File: config.mk
export PLATFORM = sky130hd
export DESIGN_NAME = spi_pkg_tx_flat
export DESIGN_NICKNAME = d
export VERILOG_FILES = /design/src/rtl/spi_pkg_tx_if.sv /design/src/rtl/spi_pkg_tx.sv /design/src/flat_wrapper.sv
export SDC_FILE = /design/constraint.sdc
export NUM_CORES = 1
export LEC_CHECK = 0
export ABC_AREA = 1
export CAP_MARGIN = 10
export CORE_MARGIN = 2
export CORE_UTILIZATION = 50
export CTS_CLUSTER_DIAMETER = 50
export DETAILED_ROUTE_END_ITERATION = 7
export PLACE_DENSITY = 0.67
export SKIP_CTS_REPAIR_TIMING = 1
export SYNTH_ARGS = -nofsm -noshare
export SYNTH_HDL_FRONTEND = slang
export SYNTH_SLANG_ARGS = --single-unit
export TNS_END_PERCENT = 1
File: constraint.sdc
create_clock -name sys_clk -period 3.7 [get_ports sys_clk]
set_clock_uncertainty 0.15 [all_clocks]
set_input_delay 0.555 -clock sys_clk [delete_from_list [all_inputs] [get_ports sys_clk]]
set_output_delay 0.555 -clock sys_clk [all_outputs]
set_load 0.03 [all_outputs]
File: src/rtl/spi_pkg_tx_if.sv
// Bundle of the FIFO read port, SPI pins and status for spi_pkg_tx.
// master = the packet transmitter, slave = FIFO/SPI-slave/status side.
interface spi_pkg_tx_if;
  logic        enable;
  logic        package_ready;
  logic        fifo_empty;
  logic        fifo_valid;
  logic [7:0]  fifo_dout;
  logic        fifo_rd_en;
  logic        spi_sclk;
  logic        spi_cs_n;
  logic        spi_mosi;
  logic        busy;
  logic [15:0] pkt_cnt;
  logic        underflow_err;

  modport master (
    input  enable, package_ready, fifo_empty, fifo_valid, fifo_dout,
    output fifo_rd_en, spi_sclk, spi_cs_n, spi_mosi, busy, pkt_cnt, underflow_err
  );
  modport slave (
    output enable, package_ready, fifo_empty, fifo_valid, fifo_dout,
    input  fifo_rd_en, spi_sclk, spi_cs_n, spi_mosi, busy, pkt_cnt, underflow_err
  );
endinterface

File: src/rtl/spi_pkg_tx.sv
// Packet transmitter: drains PKG_SIZE bytes from a FIFO and sends them as one
// SPI mode-0 frame: SYNC, seq[15:8], seq[7:0], payload, 8-bit payload sum.
// GAP_CYCLES and TIMEOUT are expected to be >= 1.
module spi_pkg_tx #(
  parameter int         PKG_SIZE   = 38912,
  parameter int         CLK_DIV    = 2,
  parameter int         GAP_CYCLES = 16,
  parameter int         TIMEOUT    = 1024,
  parameter logic [7:0] SYNC_BYTE  = 8'hA5
) (
  input  logic          sys_clk,
  input  logic          sys_rst,
  spi_pkg_tx_if.master  bus
);
  typedef enum logic [2:0] {S_IDLE, S_LOAD, S_SHIFT, S_FETCH, S_WAITV, S_GAP} state_t;

  // Which byte was last handed to the shifter; LOAD uses it to pick the next one.
  localparam logic [2:0] SEG_SYNC = 3'd0, SEG_SEQH = 3'd1, SEG_SEQL = 3'd2,
                         SEG_PAY  = 3'd3, SEG_CSUM = 3'd4;

  localparam logic [15:0] LAST_IDX = 16'(PKG_SIZE - 1);
  localparam logic [31:0] DIV_LAST = 32'(CLK_DIV - 1);
  localparam logic [31:0] TO_LAST  = 32'(TIMEOUT - 1);
  localparam logic [31:0] GAP_LAST = 32'(GAP_CYCLES - 1);

  state_t      r_state;
  logic [2:0]  r_seg;
  logic [7:0]  r_shreg;
  logic [2:0]  r_bit;
  logic [31:0] r_div;
  logic [31:0] r_wait;
  logic [31:0] r_gap;
  logic [15:0] r_pay_cnt;
  logic [15:0] r_seq;
  logic [15:0] r_seq_lat;
  logic [7:0]  r_csum;
  logic        r_sclk, r_cs_n, r_mosi, r_rd_en, r_busy, r_err;
  logic [15:0] r_pkt_cnt;

  assign bus.spi_sclk      = r_sclk;
  assign bus.spi_cs_n      = r_cs_n;
  assign bus.spi_mosi      = r_mosi;
  assign bus.fifo_rd_en    = r_rd_en;
  assign bus.busy          = r_busy;
  assign bus.pkt_cnt       = r_pkt_cnt;
  assign bus.underflow_err = r_err;

  // Frame sequencer: byte selection, bit shifting, FIFO fetch and inter-packet gap.
  always_ff @(posedge sys_clk) begin
    if (sys_rst) begin
      r_state   <= S_IDLE;
      r_seg     <= SEG_SYNC;
      r_shreg   <= '0;
      r_bit     <= '0;
      r_div     <= '0;
      r_wait    <= '0;
      r_gap     <= '0;
      r_pay_cnt <= '0;
      r_seq     <= '0;
      r_seq_lat <= '0;
      r_csum    <= '0;
      r_sclk    <= 1'b0;
      r_cs_n    <= 1'b1;
      r_mosi    <= 1'b0;
      r_rd_en   <= 1'b0;
      r_busy    <= 1'b0;
      r_err     <= 1'b0;
      r_pkt_cnt <= '0;
    end else begin
      r_rd_en <= 1'b0;
      unique case (r_state)
        S_IDLE: begin
          if (bus.enable && bus.package_ready) begin
            r_seq_lat <= r_seq;
            r_csum    <= '0;
            r_busy    <= 1'b1;
            r_cs_n    <= 1'b0;
            r_shreg   <= SYNC_BYTE;
            r_mosi    <= SYNC_BYTE[7];
            r_bit     <= '0;
            r_div     <= '0;
            r_sclk    <= 1'b0;
            r_seg     <= SEG_SYNC;
            r_state   <= S_SHIFT;
          end
        end
        // Between bytes: sclk is low, pick what goes out next.
        S_LOAD: begin
          r_bit  <= '0;
          r_div  <= '0;
          r_wait <= '0;
          unique case (r_seg)
            SEG_SYNC: begin
              r_shreg <= r_seq_lat[15:8];
              r_mosi  <= r_seq_lat[15];
              r_seg   <= SEG_SEQH;
              r_state <= S_SHIFT;
            end
            SEG_SEQH: begin
              r_shreg <= r_seq_lat[7:0];
              r_mosi  <= r_seq_lat[7];
              r_seg   <= SEG_SEQL;
              r_state <= S_SHIFT;
            end
            SEG_SEQL: begin
              r_pay_cnt <= '0;
              r_seg     <= SEG_PAY;
              r_state   <= S_FETCH;
            end
            SEG_PAY: begin
              if (r_pay_cnt == LAST_IDX) begin
                r_shreg <= r_csum;
                r_mosi  <= r_csum[7];
                r_seg   <= SEG_CSUM;
                r_state <= S_SHIFT;
              end else begin
                r_pay_cnt <= r_pay_cnt + 16'd1;
                r_state   <= S_FETCH;
              end
            end
            default: begin
              // Checksum is out: close the frame and count it.
              r_cs_n    <= 1'b1;
              r_pkt_cnt <= r_pkt_cnt + 16'd1;
              r_seq     <= r_seq + 16'd1;
              r_gap     <= '0;
              r_state   <= S_GAP;
            end
          endcase
        end
        // Each bit: CLK_DIV cycles low (mosi already set), then CLK_DIV high.
        S_SHIFT: begin
          if (r_div == DIV_LAST) begin
            r_div <= '0;
            if (!r_sclk) begin
              r_sclk <= 1'b1;
            end else begin
              r_sclk <= 1'b0;
              if (r_bit == 3'd7) begin
                r_state <= S_LOAD;
              end else begin
                r_bit   <= r_bit + 3'd1;
                r_shreg <= {r_shreg[6:0], 1'b0};
                r_mosi  <= r_shreg[6];
              end
            end
          end else begin
            r_div <= r_div + 32'd1;
          end
        end
        S_FETCH: begin
          if (!bus.fifo_empty) begin
            r_rd_en <= 1'b1;
            r_wait  <= '0;
            r_state <= S_WAITV;
          end else if (r_wait == TO_LAST) begin
            r_err   <= 1'b1;
            r_cs_n  <= 1'b1;
            r_gap   <= '0;
            r_state <= S_GAP;
          end else begin
            r_wait <= r_wait + 32'd1;
          end
        end
        // A read that never returns data is treated like an empty FIFO.
        S_WAITV: begin
          if (bus.fifo_valid) begin
            r_shreg <= bus.fifo_dout;
            r_mosi  <= bus.fifo_dout[7];
            r_csum  <= r_csum + bus.fifo_dout;
            r_bit   <= '0;
            r_div   <= '0;
            r_state <= S_SHIFT;
          end else if (r_wait == TO_LAST) begin
            r_err   <= 1'b1;
            r_cs_n  <= 1'b1;
            r_gap   <= '0;
            r_state <= S_GAP;
          end else begin
            r_wait <= r_wait + 32'd1;
          end
        end
        S_GAP: begin
          if (r_gap == GAP_LAST) begin
            r_busy  <= 1'b0;
            r_state <= S_IDLE;
          end else begin
            r_gap <= r_gap + 32'd1;
          end
        end
        default: r_state <= S_IDLE;
      endcase
    end
  end
endmodule

File: src/flat_wrapper.sv
// flat-port wrapper written by rule: the top's interface ports become plain ports
module spi_pkg_tx_flat 
#(
  parameter int         PKG_SIZE   = 38912,
  parameter int         CLK_DIV    = 2,
  parameter int         GAP_CYCLES = 16,
  parameter int         TIMEOUT    = 1024,
  parameter logic [7:0] SYNC_BYTE  = 8'hA5
)
  (sys_clk, sys_rst, bus_enable, bus_package_ready, bus_fifo_empty, bus_fifo_valid, bus_fifo_dout, bus_fifo_rd_en, bus_spi_sclk, bus_spi_cs_n, bus_spi_mosi, bus_busy, bus_pkt_cnt, bus_underflow_err);
  spi_pkg_tx_if bus_i ();
  input  logic sys_clk;
  input  logic sys_rst;
  input wire logic [$bits(bus_i.enable)-1:0] bus_enable;
  input wire logic [$bits(bus_i.package_ready)-1:0] bus_package_ready;
  input wire logic [$bits(bus_i.fifo_empty)-1:0] bus_fifo_empty;
  input wire logic [$bits(bus_i.fifo_valid)-1:0] bus_fifo_valid;
  input wire logic [$bits(bus_i.fifo_dout)-1:0] bus_fifo_dout;
  output wire logic [$bits(bus_i.fifo_rd_en)-1:0] bus_fifo_rd_en;
  output wire logic [$bits(bus_i.spi_sclk)-1:0] bus_spi_sclk;
  output wire logic [$bits(bus_i.spi_cs_n)-1:0] bus_spi_cs_n;
  output wire logic [$bits(bus_i.spi_mosi)-1:0] bus_spi_mosi;
  output wire logic [$bits(bus_i.busy)-1:0] bus_busy;
  output wire logic [$bits(bus_i.pkt_cnt)-1:0] bus_pkt_cnt;
  output wire logic [$bits(bus_i.underflow_err)-1:0] bus_underflow_err;
  assign bus_i.enable = bus_enable;
  assign bus_i.package_ready = bus_package_ready;
  assign bus_i.fifo_empty = bus_fifo_empty;
  assign bus_i.fifo_valid = bus_fifo_valid;
  assign bus_i.fifo_dout = bus_fifo_dout;
  assign bus_fifo_rd_en = bus_i.fifo_rd_en;
  assign bus_spi_sclk = bus_i.spi_sclk;
  assign bus_spi_cs_n = bus_i.spi_cs_n;
  assign bus_spi_mosi = bus_i.spi_mosi;
  assign bus_busy = bus_i.busy;
  assign bus_pkt_cnt = bus_i.pkt_cnt;
  assign bus_underflow_err = bus_i.underflow_err;
  spi_pkg_tx #(.PKG_SIZE(PKG_SIZE), .CLK_DIV(CLK_DIV), .GAP_CYCLES(GAP_CYCLES), .TIMEOUT(TIMEOUT), .SYNC_BYTE(SYNC_BYTE)) u_core (.sys_clk(sys_clk), .sys_rst(sys_rst), .bus(bus_i));
endmodule
Word level (Yosys, flattened, before mapping)
Index checks and enable logic that the tools add are counted.
{"block": "totals", "out_inout_bits": 22, "in_bits": 14, "word_cells": 158, "ff_bits": 190}
{"block": "classes", "reduce_logical": 31, "bitwise_logic": 2, "n_mux": 71, "addsub": 8, "n_eq_ne": 28}
{"op": "$mux 32", "count": 11}
{"op": "$pmux 32 s4", "count": 2}
{"op": "$add 32x1->32 const B", "count": 3}
{"op": "$pmux 32 s3", "count": 1}
{"op": "$add 16x1->16 const B", "count": 3}
{"op": "$mux 3", "count": 14}
{"op": "$mux 7", "count": 6}
{"op": "$eq 32x1->1 const B", "count": 1}
{"op": "$eq 32x10->1 const B", "count": 1}
{"op": "$eq 32x4->1 const B", "count": 1}
{"op": "$pmux 16 s2", "count": 1}
{"op": "$pmux 7 s4", "count": 1}
{"op": "$pmux 3 s4", "count": 2}
{"op": "$pmux 7 s3", "count": 1}
{"op": "$mux 1", "count": 19}
{"op": "$pmux 3 s6", "count": 1}
{"op": "$reduce_and 3->1", "count": 6}
{"op": "$eq 16x16->1 const B", "count": 1}
{"op": "$mux 16", "count": 1}
{"op": "$mux 8", "count": 2}
{"op": "$pmux 8 s2", "count": 1}
{"op": "$reduce_and 5->1", "count": 3}
{"op": "$ne 2x2->1 const B", "count": 7}
{"op": "$eq 3x2->1 const B", "count": 4}
{"op": "25 further kinds", "count": 47}

Depth between registers and ports, before layout
{"block": "logic_depth", "ltp_word": 5, "ltp_mapped": 13}

Least setup slack after synthesis
Ideal clock, no wire load.
{"block": "synth_path", "path_kind": "register -> register", "startpoint": "reg u_core.r_wait[0]", "endpoint": "reg u_core.r_gap[24]", "stages_incl_launch_ff": 12, "arrival_time_ns": 1.675, "path_buffers": 1, "path_slack_ns": 1.743, "setup_ns": 0.132, "cell_sequence": "dfxtp_1 -> ha_1 -> nand2_1 -> inv_1 -> nand2_1 -> nor2_2 -> nand2_1 -> o21ai_1 -> nand3_2 -> buf_6 -> nand2_1 -> a21oi_1"}
{"block": "synth_via", "elab_chain_len": 4, "word_cells_on_any_way": 5}
{"element": "start, declared", "line": "spi_pkg_tx.sv:31", "text": "logic [31:0] r_wait;"}
{"element": "start signal, assigned", "line": "spi_pkg_tx.sv:162", "text": "r_wait <= r_wait + 32'd1;"}
{"element": "start signal, assigned", "line": "spi_pkg_tx.sv:180", "text": "r_wait <= r_wait + 32'd1;"}
{"element": "$eq 32x10->1 *", "line": "spi_pkg_tx.sv:156, spi_pkg_tx.sv:174"}
{"element": "$mux 32 *"}
{"element": "$mux 32 (on tied branches)"}
{"element": "$pmux 32 s4 *"}
{"element": "end signal, assigned", "line": "spi_pkg_tx.sv:188", "text": "r_gap <= r_gap + 32'd1;"}
{"element": "end, declared", "line": "spi_pkg_tx.sv:32", "text": "logic [31:0] r_gap;"}
Every way passes the cells marked *; elsewhere a longest branch is shown, timed or not. The select of a mux whose other input is x is not followed.
A chain may end at the register's enable or synchronous reset.

Final worst setup path
{"block": "layout_path", "startpoint": "reg u_core.r_state[1]", "endpoint": "reg u_core.r_wait[7]"}
{"block": "layout_via", "elab_chain_len": 3, "word_cells_on_any_way": 7}
{"element": "start, declared", "line": "spi_pkg_tx.sv:26", "text": "state_t r_state;"}
{"element": "start signal, assigned", "line": "spi_pkg_tx.sv:51", "text": "r_state <= S_IDLE;"}
{"element": "start signal, assigned", "line": "spi_pkg_tx.sv:84", "text": "r_state <= S_SHIFT;"}
{"element": "start signal, assigned", "line": "spi_pkg_tx.sv:97", "text": "r_state <= S_SHIFT;"}
{"element": "$eq 3x3->1 (tied with other cells)", "line": "spi_pkg_tx.sv:71", "text": "unique case (r_state)"}
{"element": "$ne 2x2->1 (no line) or $reduce_bool 3->1 (tied branches)"}
{"element": "$reduce_and 2->1 (no line)"}
Parallel ways exist; a longest one is shown, timed or not.

==> results.tsv <==
stage	metric	value	unit
cts	h-tree-depth	4	
synthesis	synth_top_area_share	0.3511	
cells_and_area	antenna_cells	0	
timing	hold_violations	0	
floorplanning	initial_core_util	0.5122	
cts	cts_made_buffers	17	
synthesis	ys_warn_count	0	
timing	worst_slew_pin_slew	772.2	ps
cts	path_clk_slew	70	ps
power	power_density	420.5	nW/um^2
grt	grt_max_degree	45	
place	io_buffers	35	
timing	max_freq	369.1	MHz
synthesis	netlist_area	10830	um^2
cells_and_area	final-seq-area	3804	um^2
route	drc	0	
synthesis	synth_most_common_cell	nand2_1	
timing	finalCritPeriodShare	0.7323	
floorplanning	top_level_ports	36	
synthesis	async_flop_share	0	
route	vias	10754	
power	ir_drop	0.0003515	V
route	wl_per_cell	13.40	um
floorplanning	fp.dieH	151.2	um
flow_run	max_cap_viol_count	0	
grt	grt_usage	0.2457	
timing	final.setup.tns	0	ps
setup_path	critPathRequiredTime	3930	ps
synthesis	yosysTopAreaCell	dfxtp_1	
synthesis	ys.flop_type	dfxtp_1	
power	p_leak	0.004573	uW
cells_and_area	nets	1763	
route	viasPerCell	5.324	
synthesis	yosysSeqAreaShare	0.3511	
synthesis	yosys-top-cells-count	nand2_1 (416), nor2_1 (278), dfxtp_1 (190), inv_1 (186), nand3_1 (132)	
setup_path	cpMostUsedCell	nand2_1	
setup_path	cp-start-kind	flop	
floorplanning	die_w	151.2	um
grt	grt_overflow_total	0	
synthesis	ys_ff_latch	190	
cells_and_area	drive_gt1_frac	0.04699	
synthesis	synth_cells	1706	
place	dp_hpwl	20050	um
cts	clockBufferDepth	2	
cells_and_area	area.growth.synth_to_final	10.64	%
cts	clkSinkCount	190	
place	dp.cells	1988	
place	gp_congestion	0.8849	
setup_path	critical_path_class	flop to flop	
synthesis	ys_top_cells_by_area	dfxtp_1 (35%), nand2_1 (14%), nor2_1 (9.6%)	
grt	grt_pass1_vias	9795	
setup_path	cp_slowest_cell	nor2_2	
setup_path	cp-end-kind	flop	
setup_path	path_cells	inv_2 -> nand2_1 -> nor2_2 -> nand2_1 -> nand2_1 -> inv_2 -> nor2_4 -> nand2_1 -> o21ai_0 -> nand2_1 -> nor2_1	
synthesis	synth_edf_count	0	
cells_and_area	multiInputGateArea	6090	um^2
synthesis	avgSynthCellArea	6.351	um^2
synthesis	synth.distinct_cells	46	
cts	cts_tree	done	
timing	finalCriticalPeriod	2709	ps
timing	slew_viol_final	0	
setup_path	critPathMaxFanout	18	
route	wirelength	27070	um
floorplanning	coreArea	21150	um^2
synthesis	synth_fp_nets	1737	
route	dr.first_iter.drc_count	686	
grt	antenna_found_initial	0	
setup_path	slowest_delay	410	ps
timing	setup_violations	0	
setup_path	crit_buf_inv	2	
cells_and_area	nFillCells	2156	
grt	grt_pass1_wl	45770	um
floorplanning	dieArea	22860	um^2
setup_path	critical_path_arrival	2940	ps
floorplanning	fp-row-count	53	
cells_and_area	final_cell_count_no_fill	2020	
timing	max_slew_margin	0.4833	
setup_path	cp_top_family	simple AND/OR/NAND/NOR gates	
timing	rsz0062_at_grt	no	
route	antenna_left	0	
cts	clockRootBuffer	clkbuf_16	
worst_hold_path	min_path_type	flop to flop	
outcome	status	finished clean	
route	dr.pass1.iters	5	
cts	clk_latency	440	ps
cells by family after synthesis:
family / synth area share
flops: 0.3511
simple gates: 0.3950
buf+inv: 0.08684
fa+ha+maj: 0.02033
xor+xnor: 0.02102
compound gates: 0.1258
state kept, by name (all words and copies together), names as in the netlist:
register,count
u_core.bus.underflow_err,1
u_core.bus.busy,1
u_core.bus.fifo_rd_en,1
u_core.r_seq,16
u_core.r_div,32
u_core.r_csum,8
u_core.r_gap,32
u_core.r_wait,32
u_core.r_bit,3
u_core.bus.spi_mosi,1
u_core.r_seg,3
u_core.r_pay_cnt,16
u_core.bus.pkt_cnt,16
u_core.r_seq_lat,16
u_core.bus.spi_sclk,1
u_core.bus.spi_cs_n,1
u_core.r_shreg,7
u_core.r_state,3
metrics by stage:
| step | instance area, um^2 | utilization | power [uW] | worst slack (ps) | hold slack, ps |
|---|---|---|---|---|---|
| final | 11990 | 0.5666 | 5041 | 990.5 | 299.8 |
| after global placement | 11400 | 0.5389 | 3209 | 987.2 | 288.1 |
| after floorplan | 10830 | - | 2975 | 1743 | 274.5 |
| after global routing | 11990 | 0.5666 | 5296 | 656.5 | 320.6 |
| after detailed placement | 11400 | 0.5389 | 3216 | 945.6 | 295.3 |
| after CTS | 11990 | 0.5666 | 5084 | 1026 | 306.3 |
placed cells by master, fill, tap and decap left out, drive strengths merged, types with 5 or more instances in the layout:
| cell | count |
|---|---|
| nor2 | 291 |
| nand4 | 40 |
| ha | 16 |
| nand3 | 133 |
| or2 | 6 |
| a31oi | 9 |
| o21ai | 87 |
| nor3 | 70 |
| a21o | 8 |
| nand2 | 423 |
| nor3b | 8 |
| nand3b | 7 |
| o21a | 5 |
| clkinv | 6 |
| inv | 195 |
| clkbuf | 18 |
| nor4 | 5 |
| a21oi | 130 |
| clkdlybuf4s50 | 34 |
| buf | 15 |
| dfxtp | 190 |
| xor2 | 24 |
tightest hold or removal path, delay by kind of cell, from the launching register on:
| kind | cells | cell delay (ps) |
|---|---|---|
| buffers and inverters | 1 | 60 |
| AOI/OAI and AO/OA | 1 | 50 |
| DFF | 1 | 300 |
area by class of cell:
cell class / instances / share of cell area
multi-input cells: 1284 / 0.5080
flip-flops and latches: 190 / 0.3173
inverters: 190 / 0.05950
repair buffers: 49 / 0.03758
clock buffers: 18 / 0.03580
well taps: 275 / 0.02871
clock inverters: 14 / 0.01305
final timing paths:
check | start | end | slack, ps | cells after the start
worst min-delay path | u_core.r_seq_lat[4] | u_core.r_seq_lat[4] | 300 | 2
worst min register to register | u_core.r_seq_lat[4] | u_core.r_seq_lat[4] | 300 | 2
worst max-delay path | u_core.r_state[1] | u_core.r_wait[7] | 990 | 11
worst max register to register | u_core.r_state[1] | u_core.r_wait[7] | 990 | 11
power breakdown:
group / switching [uW] / internal [uW] / total [uW]
clock network: 858 / 1010 / 1870
registers: 70.6 / 2150 / 2220
logic: 661 / 291 / 953
total: 1590 / 3450 / 5040
metal layers:
layer  GRT usage  share of wire  up-vias
met4     0.05514          0.014        0
met5           0              0        -
met3     0.04127          0.051       36
met2      0.4005           0.45      270
met1      0.3409           0.49     4840
li1            -              -     5608
No activity file was read; power rests on OpenSTA's default activity.
